### config.mk
export PLATFORM = sky130hd
export DESIGN_NAME = mem_access_unit
export DESIGN_NICKNAME = d
export VERILOG_FILES = /design/src/rtl/mem_access_pkg.sv /design/src/rtl/mem_access_unit_load_align.sv /design/src/rtl/mem_access_unit.sv
export SDC_FILE = /design/constraint.sdc
export NUM_CORES = 1
export LEC_CHECK = 0
export ABC_AREA = 0
export CAP_MARGIN = 20
export CORE_AREA = 2 2 107 109
export DETAILED_ROUTE_END_ITERATION = 8
export DIE_AREA = 0 0 109 111
export GPL_TIMING_DRIVEN = 0
export PLACE_DENSITY = 0.79
export SLEW_MARGIN = 20
export SYNTH_ARGS = -nofsm -noshare
export SYNTH_HDL_FRONTEND = slang
export SYNTH_SLANG_ARGS = --single-unit
### constraint.sdc
create_clock -name clk -period 2 [get_ports clk]
set_clock_uncertainty 0.2 [all_clocks]
set_input_delay 0.4 -clock clk [delete_from_list [all_inputs] [get_ports clk]]
set_output_delay 0.4 -clock clk [all_outputs]
set_load 0.1 [all_outputs]
### src/rtl/mem_access_pkg.sv
// Shared types and constants for the load/store unit: FSM states,
// lane-enable patterns and the error word returned on a timed-out load.
package mem_access_pkg;

    typedef enum logic [1:0] {
        IDLE = 2'd0,
        BUS  = 2'd1,
        DONE = 2'd2
    } state_e;

    localparam logic [3:0]  BE_WORD  = 4'hF;
    localparam logic [31:0] ERR_DATA = 32'hDEADBEEF;

    // Byte accesses light the single lane selected by the low address bits.
    function automatic logic [3:0] lane_be(input logic byte_op, input logic [1:0] lane);
        return byte_op ? (4'b0001 << lane) : BE_WORD;
    endfunction

endpackage

### src/rtl/mem_access_unit_load_align.sv
// Formats raw bus read data into the load result: full word, or the
// addressed byte zero-extended.
module load_align (
    input  logic [31:0] rdata_i,
    input  logic [1:0]  lane_i,
    input  logic        byte_op_i,
    output logic [31:0] data_o
);

    assign data_o = byte_op_i ? {24'd0, rdata_i[8*lane_i +: 8]} : rdata_i;

endmodule

### src/rtl/mem_access_unit.sv
// Multi-cycle load/store unit: IDLE -> BUS -> DONE handshake with the data bus.
// Optional bus timeout and sticky BusErr enabled by defining MEM_TIMEOUT_EN.
module mem_access_unit
    import mem_access_pkg::*;
#(
    parameter int unsigned TIMEOUT_CYCLES = 255
) (
    input  logic        clk,
    input  logic        reset,
    input  logic        MemWrite,
    input  logic        MemRead,
    input  logic        ByteOp,
    input  logic [31:0] ALUResult,
    input  logic [31:0] WriteData,
    output logic [31:0] ReadData,
    output logic        Stall,
    output logic        BusErr,
    output logic        bus_req,
    output logic        bus_we,
    output logic [31:0] bus_addr,
    output logic [3:0]  bus_be,
    output logic [31:0] bus_wdata,
    input  logic [31:0] bus_rdata,
    input  logic        bus_ack
);

    state_e      state_q, state_d;
    logic [31:2] addr_q;
    logic [1:0]  lane_q;
    logic        byte_q;
    logic        we_q;
    logic [3:0]  be_q;
    logic [31:0] wdata_q;
    logic [31:0] rdata_q;
    logic [31:0] load_word;
    logic        start;
    logic        acked;
    logic        timeout;

    if (TIMEOUT_CYCLES == 0) begin : g_bad_timeout
        $error("TIMEOUT_CYCLES must be at least 1");
    end

    assign start = (state_q == IDLE) && (MemWrite || MemRead);
    assign acked = (state_q == BUS) && bus_ack;

    load_align u_align (
        .rdata_i   (bus_rdata),
        .lane_i    (lane_q),
        .byte_op_i (byte_q),
        .data_o    (load_word)
    );

`ifdef MEM_TIMEOUT_EN
    localparam int CNT_W = ($clog2(TIMEOUT_CYCLES + 1) > 8) ? $clog2(TIMEOUT_CYCLES + 1) : 8;

    logic [CNT_W-1:0] cnt_q;
    logic             err_q;

    // Terminal count is the last wait cycle; an ack arriving then still completes.
    assign timeout = (state_q == BUS) && !bus_ack && (cnt_q == CNT_W'(TIMEOUT_CYCLES - 1));

    always_ff @(posedge clk) begin
        if (reset) begin
            cnt_q <= '0;
            err_q <= 1'b0;
        end else begin
            if (start) begin
                cnt_q <= '0;
            end else if (state_q == BUS && !bus_ack) begin
                cnt_q <= cnt_q + 1'b1;
            end
            if (timeout) begin
                err_q <= 1'b1;
            end
        end
    end

    assign BusErr = err_q;
`else
    assign timeout = 1'b0;
    assign BusErr  = 1'b0;
`endif

    always_comb begin
        state_d = state_q;
        case (state_q)
            IDLE:    if (start) state_d = BUS;
            BUS:     if (acked || timeout) state_d = DONE;
            DONE:    state_d = IDLE;
            default: state_d = IDLE;
        endcase
    end

    always_ff @(posedge clk) begin
        if (reset) begin
            state_q <= IDLE;
            addr_q  <= '0;
            lane_q  <= '0;
            byte_q  <= 1'b0;
            we_q    <= 1'b0;
            be_q    <= '0;
            wdata_q <= '0;
            rdata_q <= '0;
        end else begin
            state_q <= state_d;
            // Write wins when both requests are raised together.
            if (start) begin
                addr_q  <= ALUResult[31:2];
                lane_q  <= ALUResult[1:0];
                byte_q  <= ByteOp;
                we_q    <= MemWrite;
                be_q    <= lane_be(ByteOp, ALUResult[1:0]);
                wdata_q <= ByteOp ? {4{WriteData[7:0]}} : WriteData;
            end
            if (acked && !we_q) begin
                rdata_q <= load_word;
            end else if (timeout && !we_q) begin
                rdata_q <= ERR_DATA;
            end
        end
    end

    assign bus_req   = (state_q == BUS);
    assign bus_we    = we_q;
    assign bus_addr  = {addr_q, 2'b00};
    assign bus_be    = be_q;
    assign bus_wdata = wdata_q;
    assign ReadData  = rdata_q;

    assign Stall = !reset && (((state_q == IDLE) && (MemWrite || MemRead)) || (state_q == BUS));

endmodule

; ---- After elaboration in Yosys (flattened, before gate mapping)
; Index checks and enable logic that the tools add are counted.
[totals]
reg_bits = 104
input_bits = 102
output_inout_bits = 104
[classes]
n_eq_ne = 3
n_shift = 2
muxes = 6
reduce_logical = 10
[op_table]
columns = operator, n
row1 = $mux W32, 2
row2 = $shiftx A32 B6 Y8, 1
row3 = $logic_and A1 B1 Y1, 4
row4 = $mux W2, 2
row5 = $mux W4, 1
row6 = $pmux W2 S2, 1
row7 = $shl A1 B2 Y4 const A, 1
row8 = $eq A2 B1 Y1 const B, 1
row9 = $logic_not A1 Y1, 2
row10 = $logic_not A2 Y1, 1
row11 = $logic_or A1 B1 Y1, 2
row12 = $ne A2 B1 Y1 const B, 1
row13 = $ne A2 B2 Y1 const B, 1
row14 = $reduce_and A2 Y1, 1

; ---- Depth between registers and ports, before layout
[logic_depth]
word_depth = 4
depth_mapped = 6

; ---- By module
; Synthesis repeated with hierarchy kept, for this count alone.
[unflattened]
cells_unflattened = 543
hier_area_um2 = 4812.1
[by_module_without_submodules]
columns = mod, n_inst, cells_each, area_each_um2, seq_area_each_um2
row1 = mem_access_unit, 1, 478, 4300.4, 2082.0
row2 = load_align, 1, 65, 511.7, 0.0

; ---- Least setup slack after synthesis
; No wires, ideal clock.
[synth_timing]
path_type = input to output
startpoint = input port MemWrite
endpoint = output port Stall
arrival_time_ns = 2.861
setup_slack_ns = -1.461
stages = 5
n_path_buf = 2
cell_sequence = or2_1 -> buf_2 -> buf_2 -> nor2_1 -> nor3_1
[synth_between]
elab_chain_cells = 4
[synth_lines]
columns = element, line
row1 = start: declaration, mem_access_unit.sv:10  ; input logic MemWrite,
row2 = $logic_or A1 B1 Y1, mem_access_unit.sv:131  ; assign Stall = !reset && (((state_q == IDLE) && (MemWrite || MemRead)) || (state_q == BUS));
row3 = $logic_and A1 B1 Y1, mem_access_unit.sv:131
row4 = $logic_or A1 B1 Y1, mem_access_unit.sv:131
row5 = $logic_and A1 B1 Y1, mem_access_unit.sv:131
row6 = end: declaration, mem_access_unit.sv:16  ; output logic Stall,
; No other way between the ends.

; ---- Worst setup path in the final report
; Same ends and word-level chain as after synthesis.

==> flow_summary.ini <==
[logic_synthesis]
synthMuxAreaShare = 0.0563
yosysTopAreaCellShare = 0.466
synth-compound-area-share = 0.257
synth_top_family_by_area = compound AO/OA/AOI/OAI gates
ys_ff_latch = 104
synthSimpleGateAreaFrac = 0.153
synth_area_um2 = 4470
synth_xor_area_frac = 0
ys_types = 36
ys_warn_count = 0
synthAdderAreaFrac = 0
synthCells = 501
yosysSeqAreaShare = 0.466
synth_top_area_cell = dfxtp_1
synthTopCellsByArea = dfxtp_1, a21oi_1, mux2i_1, nand3_1, o21ai_0
syn_avg_cell_area_um2 = 8.92

[route]
wl_um = 15600
ant_nets = 0
drt_iter0_drc = 229
vias = 4676
drc = 0
drt_pass1_iterations = 5
avgViaCountPerCell = 5.42
avgRoutedWirePerCell_um = 18.1

[sta]
rsz0062_at_grt = no
setup_viol = 0
final-max-slew-violation-count = 0
worst_pin_slew_ns = 0.668
fmax_mhz = 521
max_slew_margin = 0.555
period_minus_slack_ns = 1.92
fin_crit_sh = 0.960
report.final.hold_viol_count = 0

[critical_path]
worstPathArrival_ns = 1.32
crit_path_end_kind = output port
critPathKind = in2out
critPathTopFamily = buffers and inverters
path_cells = dlygate4sd2_1 > or2_1 > buf_6 > nor2_4 > nor3_4 > buf_12
worst-path-max-fanout = 3
worstPathRequired_ns = 1.40
start_kind = input pin
slowest_stage = dlygate4sd2_1
reg2reg_slack_ns = 0.25
crit_path_max_incr_delay_ns = 0.26
worst-path-buf-inv = 3

[grt]
grt_pass1_vias = 4618
antenna_found_initial = 0
grt_overflow_total = 0
grt_pass1_wl_um = 24000
grt_max_degree = 17
track_usage = 0.256

[clocking]
cts_tree = done
h-tree-depth = 3
cts.sinks = 104
cts_root_buffer = clkbuf_16
clock_latency_ns = 0.34
clk_path_buf_depth = 2
numCtsBuffers = 9
clk_pin_slew_worst_paths_ns = 0.06

[final_layout]
fin_cells = 862
drive_gt1_frac = 0.231
layout_commonest_cell = dfxtp_1
synthToLayoutAreaGrowth_pct = 60.5
layout.nets = 816
mostFrequentLayoutCells = dfxtp_1, clkdlybuf4s15_2, clkdlybuf4s50_1
fillers = 950
n_antenna_cell = 0

[place]
portBuffers = 200
gp_congestion = 0.889
placed_cells = 846
hpwl_um = 11600

[die]
die_w_um = 109
dieArea_um2 = 12100
die_y_um = 111
rows = 39
start_util = 0.403
core-area_um2 = 11100
io-pin-count = 206

[hold_path]
min_path_type = reg2reg

[power]
power_density_nw_per_um2 = 937
leakage_nw = 2.60
power_w = 0.00672
ir_worst_vdd_mv = 0.474

[outcome]
status = completed

[job]
max_cap_violations = 0
[cell usage after synthesis]
cell type,number
nand2b_1,2
o21ai_0,42
a311oi_1,3
o32ai_1,8
nor2_1,1
o31ai_1,1
or2_1,1
buf_6,5
buf_4,6
a211oi_2,10
nand4bb_1,1
buf_2,18
o211a_1,1
nor2_2,2
and3_1,1
nand2_1,34
nand3b_2,1
nand2_4,1
nor2b_1,9
conb_1,1
a211oi_1,21
clkbuf_1,28
o21a_1,2
mux2i_1,24
o22ai_1,8
nor2_4,1
nor3_1,1
nand3b_1,24
dfxtp_1,104
a21oi_1,93
inv_1,1
nand3_1,42
o2111ai_1,1
or2_0,1
and4bb_2,1
mux2_2,1
[per-stage QoR]
step                      setup slack (ns)  hold slack, ns   util  instance area (um^2)  setup TNS [ns]
after CTS                           -0.117           0.255  0.647                  7160          -0.117
final                               0.0798           0.250  0.647                  7170               0
after global routing                0.0222           0.269  0.647                  7170               0
after global placement               -1.41           0.237  0.602                  6670          -10.24
after floorplan                     -0.201           0.288      -                  4490          -0.201
after detailed placement             -1.42           0.244  0.602                  6670          -12.63
[cells by family (layout without fill, tap and decap cells)]
logic type	Yosys count	count (layout)
compound gates	190	190
simple gates	123	123
flops	104	104
buf+inv	58	274
mux	25	25
other cells	1	3
[worst register-to-register path: stages (launching register included)]
cell	delay (ns)
dfxtp_1	0.31
buf_2	0.22
buf_2	0.29
nand3b_2	0.21
o22ai_1	0.28
o32ai_1	0.12
[state kept, by name, summed over array words and instances, names as in the netlist]
register,count
lane_q,2
ReadData,32
addr_q,30
bus_wdata,32
bus_be,4
byte_q,1
state_q,2
bus_we,1
[final timing paths]
check	start	endpoint	cells past startpoint
max reg2reg	lane_q[0]$_SDFFE_PP0P_	ReadData[6]$_SDFFE_PP0P_	5
min	ReadData[16]$_SDFFE_PP0P_	ReadData[16]$_SDFFE_PP0P_	2
min reg2reg	ReadData[16]$_SDFFE_PP0P_	ReadData[16]$_SDFFE_PP0P_	2
max	MemWrite	Stall	6
[final cells by class]
class | instances | area [um^2] | share of cell area
Buffer | 56 | 299 | 0.0417
Sequential cell | 104 | 2080 | 0.290
Clock buffer | 11 | 243 | 0.0339
Clock inverter | 5 | 104 | 0.0145
Multi-Input combinational cell | 341 | 2110 | 0.295
Tap cell | 143 | 179 | 0.0250
Inverter | 1 | 3.75 | 0.000523
Timing Repair Buffer | 201 | 2150 | 0.299
[what timing repair did]
item | CTS | global route
pin swaps | 0 | 2
hold buffers | 0 | 0
setup endpoints to repair | 101 | 31
setup buffers | 1 | 0
resized for setup | 317 | 4
[routing by layer]
layer | GRT usage | up-vias | part of all wire
met4 | 0.0838 | 0 | 0.019
met1 | 0.305 | 2211 | 0.40
met2 | 0.436 | 202 | 0.48
met5 | 0 | - | 0
li1 | - | 2240 | -
met3 | 0.0770 | 23 | 0.092
[where the power goes]
group          internal, W  switching [W]  total [W]  leakage (nW)
Combinational     0.000636        0.00172    0.00236          1.58
Clock              0.00126       0.000767    0.00203         0.170
Sequential         0.00224      0.0000953    0.00233         0.855
Power figures use the tool's default switching activity.
